### src/rtl/fsm_control_param.sv
// fsm_control_param: supervises NUM_FIFOS FIFOs, latches/validates thresholds and tracks idle/active/error status.
module fsm_control_param #(
  parameter int NUM_FIFOS = 5,
  parameter int THR_W     = 4,
  parameter int IDLE_DLY  = 2,
  parameter int ID_W      = 3
) (
  input  logic                         clk,
  input  logic                         reset,
  input  logic                         init,
  input  logic [NUM_FIFOS*2*THR_W-1:0] thr_in,
  input  logic [NUM_FIFOS-1:0]         fifo_empty,
  input  logic [NUM_FIFOS-1:0]         fifo_error,
  output logic [NUM_FIFOS*2*THR_W-1:0] thr_out,
  output logic                         idle_out,
  output logic                         active_out,
  output logic [NUM_FIFOS-1:0]         error_out,
  output logic [ID_W-1:0]              err_id,
  output logic                         cfg_err,
  output logic [2:0]                   state_out
);
  localparam int TW = NUM_FIFOS*2*THR_W;
  typedef enum logic [2:0] {S_RESET = 3'd0, S_INIT = 3'd1, S_IDLE = 3'd2, S_ACTIVE = 3'd3, S_ERROR = 3'd4} state_t;
  state_t                state_q, state_d;
  logic [3:0]            cnt_q, cnt_d;
  logic [TW-1:0]         thr_q;
  logic                  idle_q, active_q, cfg_err_q;
  logic [NUM_FIFOS-1:0]  err_q;
  logic [ID_W-1:0]       id_q;
  logic                  all_empty;
  function automatic logic thr_bad(input logic [TW-1:0] t);
    logic b;
    b = 1'b0;
    for (int i = 0; i < NUM_FIFOS; i++)
      if (t[2*i*THR_W +: THR_W] >= t[(2*i+1)*THR_W +: THR_W]) b = 1'b1;
    return b;
  endfunction
  function automatic logic [ID_W-1:0] low_id(input logic [NUM_FIFOS-1:0] e);
    logic [ID_W-1:0] id;
    id = '0;
    for (int i = NUM_FIFOS-1; i >= 0; i--)
      if (e[i]) id = ID_W'(i);
    return id;
  endfunction
  assign all_empty = &fifo_empty;
  // The reset-time all-zero thr_q fails validation, so INIT waits for a real capture.
  always_comb begin
    state_d = state_q;
    cnt_d   = '0;
    if (state_q == S_RESET) state_d = S_INIT;
    else if (init) state_d = S_INIT;
    else if (|fifo_error) state_d = S_ERROR;
    else case (state_q)
      S_INIT:   if (!thr_bad(thr_q)) state_d = all_empty ? S_IDLE : S_ACTIVE;
      S_IDLE:   if (!all_empty) state_d = S_ACTIVE;
      S_ACTIVE: if (all_empty) begin
        if (cnt_q >= 4'(IDLE_DLY-1)) state_d = S_IDLE;
        else cnt_d = cnt_q + 4'd1;
      end
      S_ERROR:  ;
      default:  state_d = S_RESET;
    endcase
  end
  always_ff @(posedge clk) begin
    if (!reset) begin
      state_q   <= S_RESET;
      cnt_q     <= '0;
      thr_q     <= '0;
      idle_q    <= 1'b0;
      active_q  <= 1'b0;
      cfg_err_q <= 1'b0;
      err_q     <= '0;
      id_q      <= '0;
    end else begin
      state_q  <= state_d;
      cnt_q    <= cnt_d;
      idle_q   <= state_d == S_IDLE;
      active_q <= state_d == S_ACTIVE;
      if (init && state_q != S_RESET) begin
        thr_q     <= thr_in;
        cfg_err_q <= thr_bad(thr_in);
        err_q     <= '0;
        id_q      <= '0;
      end else if (state_d == S_ERROR) begin
        err_q <= err_q | fifo_error;
        if (state_q != S_ERROR) id_q <= low_id(fifo_error);
      end
    end
  end
  assign state_out  = state_q;
  assign thr_out    = thr_q;
  assign idle_out   = idle_q;
  assign active_out = active_q;
  assign error_out  = err_q;
  assign err_id     = id_q;
  assign cfg_err    = cfg_err_q;
endmodule

### config.mk
export PLATFORM = sky130hd
export DESIGN_NAME = fsm_control_param
export DESIGN_NICKNAME = d
export VERILOG_FILES = /design/src/rtl/fsm_control_param.sv
export SDC_FILE = /design/constraint.sdc
export NUM_CORES = 1
export LEC_CHECK = 0
export BUFFER_PORTS_ARGS = -buffer_cell sky130_fd_sc_hd__buf_2
export CORE_UTILIZATION = 45
export DETAILED_ROUTE_END_ITERATION = 6
export PLACE_DENSITY = 0.76
export SLEW_MARGIN = 20
export SYNTH_ARGS = -nofsm -noshare
export SYNTH_HDL_FRONTEND = slang
export SYNTH_SLANG_ARGS = --single-unit
### constraint.sdc
create_clock -name clk -period 2.1 [get_ports clk]
set_clock_uncertainty 0.05 [all_clocks]
set_input_delay 0.63 -clock clk [delete_from_list [all_inputs] [get_ports clk]]
set_output_delay 0.63 -clock clk [all_outputs]
set_load 0.005 [all_outputs]
==> results.json <==
{
  "grt_max_degree": 41,
  "cts_tree": "yes",
  "path_class": "flop to flop",
  "synthToLayoutAreaGrowth_pct": 30.3,
  "cts.sinks": 58,
  "startpoint": "thr_out[24]",
  "clkPwrFrac": 0.411,
  "grt_pass1_wl_um": 12300,
  "finalCritPeriodShare": 0.954,
  "share_comb_of_total_power": 0.163,
  "yosysTopAreaCell": "dfxtp_1",
  "numCtsBuffers": 9,
  "maxCapViolCount": 0,
  "syn_inst": 384,
  "fmax_ghz": 0.499,
  "ios": 107,
  "antenna_found_initial": 0,
  "crit_required_ns": 2.30,
  "crit_path_max_fanout": 3,
  "ys_warn_count": 0,
  "clock_latency_ns": 0.33,
  "setup_viol": 0,
  "place_ws_ns": -0.147,
  "synth_top_area_share": 0.386,
  "root_buffer": "clkbuf_8",
  "syn_nets": 480,
  "initial_core_util": 0.471,
  "syn_area_sq_um": 3010,
  "ys_ff_latch": 58,
  "intPower_mw": 2.06,
  "cts_setup_buffers": 0,
  "setup_ws_ns": 0.0964,
  "power.switching_uw": 737,
  "status": "finished, final reports clean",
  "yosysUniqueCellTypes": 35,
  "row_count": 29,
  "reg2reg_to": "active_out",
  "sw_frac_of_total": 0.264,
  "slew_violations": 0,
  "drtPass1Iterations": 4,
  "die_w_um": 83.8,
  "grt_pass1_vias": 2773,
  "gp_congestion": 0.848,
  "min_period_ns": 2.00,
  "power_density_nw_per_um2": 713,
  "r2r_setup_slack_ns": 0.1,
  "h-tree-depth": 3,
  "grt_remaining_overflow": 0,
  "worstSetupEndpointType": "flop",
  "synthFlopType": "dfxtp_1",
  "hold_viol": 0,
  "place_hpwl_um": 5830,
  "diodes": 0,
  "drt_wl_total_um": 7590,
  "drt_iter0_drc": 88,
  "leakagePower_nw": 1.91,
  "postCtsHoldBufs": 0,
  "synth_edf_count": 0,
  "min_path_type": "flop to flop",
  "vias": 2974,
  "hold_slack_ns": 0.406,
  "final_nets": 596,
  "r2r_cells": 8,
  "clkTransAtPathRegs_ns": 0.07,
  "async_reset_ff_frac": 0,
  "relSlewSlack": 0.639,
  "endpoint": "active_out",
  "ys_top_cells_by_area": "dfxtp_1, ha_1, nand2_1",
  "vdd_drop_max_mv": 0.420,
  "critPathLaunchType": "flop",
  "grtUsageTotal": 0.220,
  "core_area_sq_um": 6390,
  "avgSynthCellArea_sq_um": 7.83,
  "route.detailed.drc": 0,
  "synth_seq_area_share": 0.386,
  "timing.rr.start": "thr_out[24]",
  "rsz0062_at_grt": "no",
  "drive_above_1_share": 0.277,
  "routedWlPerCell_um": 13.0,
  "ctsLongestPathBuffers": 2,
  "portBuffers": 106,
  "die_y_um": 83.8,
  "die_area_sq_um": 7010,
  "pwr-share-seq": 0.426,
  "worst_pin_slew_ns": 0.542,
  "viasPerCell": 5.11,
  "worstPathArrival_ns": 2.20,
  "ant_nets": 0
}
synth_stat cells (2+ instances only):
cell      count
a211oi_1      6
a21o_1        2
a21oi_1      53
a31oi_1       2
clkbuf_1     14
dfxtp_1      58
ha_1         43
inv_1        46
nand2_1      90
nand2b_1      8
nand3_1       3
nor2_1       21
nor2b_1       2
nor3_1        4
o211ai_1      3
o21ai_0       9
o22ai_1       2
placed cells by master (no fill, tap or decap), types with 2 or more instances in the layout:
cell type	count
inv_1	46
ha_1	43
buf_4	12
a21oi_1	53
clkbuf_8	10
nand2_1	90
o22ai_1	2
clkinv_2	2
o21ai_0	9
nor2_1	21
nor3_1	4
buf_2	106
o211ai_1	3
a21o_1	2
nand2b_1	8
nand3_1	3
a211oi_1	5
a31oi_1	2
bufinv_16	2
dfxtp_1	58
cell families (layout without fill, tap and decap cells):
logic type	after synthesis	count (layout)	share of synthesized area
xor+xnor	1	1	0.00291
simple gates	139	139	0.202
flops	58	58	0.386
buf+inv	60	181	0.0749
fa+ha+maj	43	43	0.179
other cells	1	1	0.00125
compound gates	82	82	0.154
layout make-up:
| class | count | area (sq um) |
|---|---|---|
| Clock inverter | 5 | 77.6 |
| Fill cell | 580 | 2470 |
| Clock buffer | 11 | 141 |
| Inverter | 46 | 173 |
| Multi-Input combinational cell | 266 | 1630 |
| Sequential cell | 58 | 1160 |
| Tap cell | 77 | 96.3 |
| Timing Repair Buffer | 119 | 641 |
flip-flops by register name, summed over array words and instances (netlist names):
| register | flops |
|---|---|
| state_out | 3 |
| idle_out | 1 |
| cnt_q | 4 |
| err_id | 3 |
| cfg_err | 1 |
| thr_out | 40 |
| error_out | 5 |
| active_out | 1 |
how the worst min path moves through the flow:
stage / depth (start not counted) / slack (ns) / end / startpoint
after floorplan: 1 / 0.38 / cnt_q[0] / cnt_q[0]
final: 2 / 0.41 / err_id[0] / err_id[0]
after global placement: 2 / 0.39 / err_id[0] / err_id[0]
after CTS: 2 / 0.41 / err_id[1] / err_id[1]
after detailed placement: 2 / 0.40 / err_id[1] / err_id[1]
after global routing: 2 / 0.44 / err_id[0] / err_id[0]
power by group through the flow:
stage	combinational (mW)	clock, mW	sequential (mW)
after global placement	0.438	0	1.21
after detailed placement	0.451	0	1.21
after floorplan	0.234	0	1.22
after CTS	0.454	1.17	1.19
final	0.455	1.15	1.19
after global routing	0.515	1.22	1.20
per-layer routing:
metal | part of all wire | global-route usage | up-vias
li1 | - | - | 1496
met1 | 0.45 | 0.272 | 1369
met2 | 0.48 | 0.365 | 96
met3 | 0.056 | 0.0495 | 13
met4 | 0.017 | 0.0940 | 0
met5 | 0 | 0 | -
per-stage QoR:
stage	std cells	TNS (ns)	power, mW	cell area [sq um]	util
3_3_place_gp	566	-0.197	1.65	3690	0.579
3_5_place_dp	566	-0.330	1.67	3690	0.579
4_1_cts	582	0	2.81	3910	0.613
2_1_floorplan	384	0	1.45	3010	-
6_report	582	0	2.80	3920	0.614
5_1_grt	582	0	2.93	3920	0.614
critical path, stage by stage, from the launching register on:
cell,delay [ns]
dfxtp_1,0.35
inv_1,0.05
ha_1,0.27
nand2b_1,0.14
a211o_1,0.30
a211oi_2,0.25
buf_4,0.16
a31oi_1,0.13
nor3b_1,0.21
what timing repair did:
item,in CTS,in global routing
endpoints found under the setup margin,0,3
endpoints found under the hold margin,0,0
resized for setup,0,1
(Power assumes the default switching activity.)
